$ cat src/rtl/iter_divider.sv
// Iterative radix-2 restoring divider for the EX stage.
// Signed and unsigned ops share one datapath: operands are converted to
// magnitudes at accept, divided unsigned, then sign-corrected in FIX.
module iter_divider #(
  parameter int WIDTH       = 32,
  parameter int ZERO_BYPASS = 1
) (
  input  logic             clk,
  input  logic             reset,
  input  logic             flush,
  input  logic             in_valid,
  output logic             in_ready,
  input  logic [3:0]       op,
  input  logic [WIDTH-1:0] src1,
  input  logic [WIDTH-1:0] src2,
  output logic             out_valid,
  input  logic             out_ready,
  output logic [WIDTH-1:0] result,
  output logic             busy
);

  localparam int CW = $clog2(WIDTH);

  typedef enum logic [1:0] {IDLE, CALC, FIX, DONE} state_t;

  state_t           state, state_nxt;
  logic [CW-1:0]    cnt;
  logic [WIDTH:0]   rem;
  logic [WIDTH-1:0] quo, dvs;
  logic             neg_q, neg_r, is_mod, op_ok, dvs_zero;

  // op decode, priority [0] > [1] > [2] > [3]; op==0 is a bad op
  logic dec_ok, dec_signed, dec_mod;
  always_comb begin
    dec_ok     = 1'b1;
    dec_signed = 1'b0;
    dec_mod    = 1'b0;
    if (op[0])      dec_signed = 1'b1;
    else if (op[1]) dec_signed = 1'b0;
    else if (op[2]) begin dec_signed = 1'b1; dec_mod = 1'b1; end
    else if (op[3]) dec_mod = 1'b1;
    else            dec_ok = 1'b0;
  end

  logic             a_neg, b_neg, src_zero, accept, bypass;
  logic [WIDTH-1:0] a_mag, b_mag, byp_res;
  assign a_neg    = dec_signed & src1[WIDTH-1];
  assign b_neg    = dec_signed & src2[WIDTH-1];
  assign a_mag    = a_neg ? -src1 : src1;
  assign b_mag    = b_neg ? -src2 : src2;
  assign src_zero = (src2 == '0);
  assign accept   = (state == IDLE) & in_valid & ~flush;
  assign bypass   = (ZERO_BYPASS != 0) & src_zero;
  // divide-by-zero answer produced directly when the engine is skipped
  assign byp_res  = !dec_ok ? '0 : (dec_mod ? src1 : '1);

  // one restoring step: shift in the next dividend bit, trial-subtract
  logic [WIDTH:0] rem_sh, diff;
  logic           q_bit;
  assign rem_sh = {rem[WIDTH-1:0], quo[WIDTH-1]};
  assign diff   = rem_sh - {1'b0, dvs};
  assign q_bit  = ~diff[WIDTH];

  // the partial remainder stays below the divisor, so its top bit is always 0
  logic rem_msb_unused;
  assign rem_msb_unused = rem[WIDTH];

  // sign correction; a zero divisor keeps the all-ones quotient unnegated
  logic [WIDTH-1:0] q_fix, r_fix, fix_res;
  assign q_fix   = (neg_q & ~dvs_zero) ? -quo : quo;
  assign r_fix   = neg_r ? -rem[WIDTH-1:0] : rem[WIDTH-1:0];
  assign fix_res = !op_ok ? '0 : (is_mod ? r_fix : q_fix);

  // state register
  always_ff @(posedge clk) begin
    if (reset) state <= IDLE;
    else       state <= state_nxt;
  end

  // next state and handshake outputs; flush wins over everything
  always_comb begin
    state_nxt = state;
    in_ready  = (state == IDLE);
    out_valid = (state == DONE);
    busy      = (state != IDLE);
    if (flush) state_nxt = IDLE;
    else begin
      case (state)
        IDLE: if (in_valid) state_nxt = bypass ? DONE : CALC;
        CALC: if (cnt == '0) state_nxt = FIX;
        FIX:  state_nxt = DONE;
        DONE: if (out_ready) state_nxt = IDLE;
        default: state_nxt = IDLE;
      endcase
    end
  end

  // datapath: operand capture, iteration, result formation
  always_ff @(posedge clk) begin
    if (reset) begin
      cnt      <= '0;
      rem      <= '0;
      quo      <= '0;
      dvs      <= '0;
      neg_q    <= 1'b0;
      neg_r    <= 1'b0;
      is_mod   <= 1'b0;
      op_ok    <= 1'b0;
      dvs_zero <= 1'b0;
      result   <= '0;
    end else if (!flush) begin
      if (accept) begin
        cnt      <= CW'(WIDTH-1);
        rem      <= '0;
        quo      <= a_mag;
        dvs      <= b_mag;
        neg_q    <= a_neg ^ b_neg;
        neg_r    <= a_neg;
        is_mod   <= dec_mod;
        op_ok    <= dec_ok;
        dvs_zero <= src_zero;
        if (bypass) result <= byp_res;
      end else if (state == CALC) begin
        rem <= q_bit ? diff : rem_sh;
        quo <= {quo[WIDTH-2:0], q_bit};
        cnt <= cnt - 1'b1;
      end else if (state == FIX) begin
        result <= fix_res;
      end
    end
  end

endmodule

$ cat config.mk
export PLATFORM = sky130hd
export DESIGN_NAME = iter_divider
export DESIGN_NICKNAME = d
export VERILOG_FILES = /design/src/rtl/iter_divider.sv
export SDC_FILE = /design/constraint.sdc
export NUM_CORES = 1
export LEC_CHECK = 0
export BUFFER_PORTS_ARGS = -buffer_cell sky130_fd_sc_hd__buf_2
export CORE_MARGIN = 8
export CORE_UTILIZATION = 45
export CTS_CLUSTER_SIZE = 40
export DETAILED_ROUTE_END_ITERATION = 8
export PLACE_DENSITY = 0.63
export SLEW_MARGIN = 20
export SYNTH_ARGS = -nofsm -noshare
export SYNTH_HDL_FRONTEND = slang
export SYNTH_SLANG_ARGS = --single-unit
$ cat constraint.sdc
create_clock -name clk -period 3.3 [get_ports clk]
set_input_delay 0.66 -clock clk [delete_from_list [all_inputs] [get_ports clk]]
set_output_delay 0.66 -clock clk [all_outputs]
set_load 0.05 [all_outputs]
==> out/results.ini <==
[critical_path]
cp.required_ns = 3.62
max_stage_delay_ns = 0.54
reg2reg_to = result[26]$_SDFFE_PP0P_
crit_fanout = 23
rrSetupSlack_ns = 0.08
cp.depth = 10
reg2regPathDepth = 8
crit_top_cell = or4_4
path_class = in -> reg
end_kind = flip-flop
r2r-start = rem[14]$_SDFFE_PP0P_
path_cells = buf_6, or4_4, or4_4, or3_4, nand2b_4, or4_4, a211oi_4, buf_12, nor2_1, a311oi_1
crit_start = src2[13]
crit_path_start_kind = input pin
path_delay_family = simple AND/OR/NAND/NOR gates
critPathCapture = result[20]$_SDFFE_PP0P_
slowest_stage = or4_4
critPathBufInv = 2
arrival_ns = 3.62

[sta]
final-hold-violation-count = 0
fmax_mhz = 303
final.period_utilization_pct = 99.9
skew_ns = 0.0112
setup_viol = 0
tightest_slew_ns = 0.984
drv_slew = 0
maxSlewHeadroom_pct = 34.2
fin_setup_tns_ns = 0
period_needed_ns = 3.30
rsz0062_at_grt = true

[finish]
drive_gt1_share_pct = 19.0
layout_commonest_cell = nor2_1
syn2layout_area_growth_pct = 20.8
utilization_pct = 55.1
final_cell_mix = nor2_1, dfxtp_1, nand2_1, o21ai_0, buf_2
layoutNonFillerInstCount = 1894
diodes = 0
fin_nets = 1679

[detailed_routing]
wl_per_cell_um = 18.2
drt_iter0_markers = 961
wirelength_um = 34500
viasPerCell = 5.84
vias = 11069
postRouteAntennaNets = 0
drc = 0
dr.pass1.iters = 5

[global_route]
grt_pass1_wl_um = 53800
gr-usage-met2_pct = 36.1
globalRouteMet1Util_pct = 30.8
grt_antenna_before_repair = 0
overflow = 0
grt_pass1_vias = 10346
grt_max_degree = 78
grt.met3_usage_pct = 4.28
track_usage_pct = 23.0
busiest_layer = met2

[power_and_ir_drop]
p_leak_nw = 5.28
power_mw = 4.98
power_density_nw_per_um2 = 388
ir_drop_v = 0.000310

[synthesis]
synth_top_area_share_pct = 26.3
async_flop_share_pct = 0
ys_warn_count = 0
synth_cell_type_count = 65
syn_nets = 1536
synth_edf_count = 0
ys_seq_area_share_pct = 26.3
ys_ff_latch = 140
yosys-top-cells-area = dfxtp_1, nor2_1, xnor2_1, xor2_1, o21ai_0
syn_area_um2 = 10600
yosys.area.top_type = dfxtp_1
synth_flop_cell = dfxtp_1
syn_avg_cell_area_um2 = 7.50
netlist_instances = 1419

[clock_tree]
cts_buffers = 17
cts_hold_buf = 0
clockBufferDepth = 2
clk_pin_slew_ns = 0.07
cts_num_sinks = 140
cts_tree = yes
htreeDepth = 4
root_buffer = clkbuf_16
insertion_delay_ns = 0.43

[min_path]
hold_class = reg -> reg
worstHoldPathCells = 2

[place]
gp_congestion = 0.887
io_buffers = 107
dp.cells = 1856
dp_hpwl_um = 25400

[status]
status = finished clean

[floorplan]
io_pins = 108
die_area_um2 = 28800
core_area_um2 = 23300
die_y_um = 170
rows = 56
initial_utilization_pct = 45.6
die_x_um = 170

[flow_run]
maxCapViolCount = 0

Yosys cell counts (8+ instances only):
library cell  count
nor3_2           13
a211o_1          17
or3_1            16
nand3_1          14
inv_1            62
clkbuf_1         80
nand2b_1         13
xnor2_1          72
nor2_1          186
and3_1           10
a31oi_1          14
nor2b_1           9
o21ai_0         117
mux2i_1          23
nor4_1           18
nor3_1           24
o41ai_1          17
o31ai_1          19
a21o_1            8
nand2_1         136
a41oi_1           8
a211oi_1         33
dfxtp_1         140
o21a_1            8
a32oi_1           8
xor2_1           71
o221ai_1          9
a311oi_1         39
a21oi_1          86
or4_1            15
ha_1             43
through the flow:
step / instance area, um2 / hold WS (ns) / setup slack (ns)
floorplan: 10700 / 0.432 / -0.146
global placement: 12100 / 0.441 / -0.366
detailed placement: 12100 / 0.448 / -0.414
CTS: 12700 / 0.455 / 0.00168
global route: 12900 / 0.476 / -0.0604
finish: 12900 / 0.456 / 0.00341
kinds of logic after synthesis:
| group | synth area share (%) |
|---|---|
| buf+inv | 5.70 |
| fa+ha+maj | 5.24 |
| xor+xnor | 11.8 |
| compound gates | 26.8 |
| flops | 26.3 |
| simple gates | 21.4 |
| mux | 2.69 |
timing repair:
action | in CTS | in global routing
endpoints found under the setup margin | 21 | 53
hold endpoints to repair | 0 | 0
gates cloned | 0 | 4
gates resized for setup | 2 | 16
pin swaps | 0 | 4
setup buffers | 0 | 2
routing by layer:
layer  wire length, um  up-vias
li1                  -     5435
met5                 0        -
met1             15900     5229
met4              1000        0
met2             15600      337
met3              2100       68
registers in the layout, indices dropped and copies added, names as in the netlist:
| register | cells |
|---|---|
| cnt | 5 |
| is_mod | 1 |
| op_ok | 1 |
| quo | 32 |
| neg_q | 1 |
| state | 2 |
| dvs | 32 |
| neg_r | 1 |
| dvs_zero | 1 |
| rem | 32 |
| result | 32 |
cell type report:
type / instances / area [um2]
fill: 2244 / 10500
inverter: 62 / 233
multi-input combinational: 1124 / 7340
tap: 319 / 399
timing repair buffer: 217 / 1460
sequential: 140 / 2800
clock buffer: 18 / 439
clock inverter: 14 / 183
report_power, final:
group          switching [mW]  internal [mW]  leakage [nW]
Combinational           0.644          0.450          3.84
Clock                   0.832           1.23         0.306
Sequential             0.0715           1.76          1.14
worst min path at each step:
stage	start	endpoint
final	dvs[31]$_SDFFE_PP0P_	dvs[31]$_SDFFE_PP0P_
after global placement	dvs[31]$_SDFFE_PP0P_	dvs[31]$_SDFFE_PP0P_
after CTS	dvs[31]$_SDFFE_PP0P_	dvs[31]$_SDFFE_PP0P_
after global routing	dvs[31]$_SDFFE_PP0P_	dvs[31]$_SDFFE_PP0P_
after detailed placement	dvs[31]$_SDFFE_PP0P_	dvs[31]$_SDFFE_PP0P_
after floorplan	dvs[31]$_SDFFE_PP0P_	dvs[31]$_SDFFE_PP0P_
worst min-delay path, delay by kind of cell, from the launching register on:
family	cells	cell delay [ns]
DFF	1	0.31
and+or+nand+nor	1	0.05
AOI/OAI and AO/OA	1	0.05
Note: power is estimated with default switching activity, not from simulation.
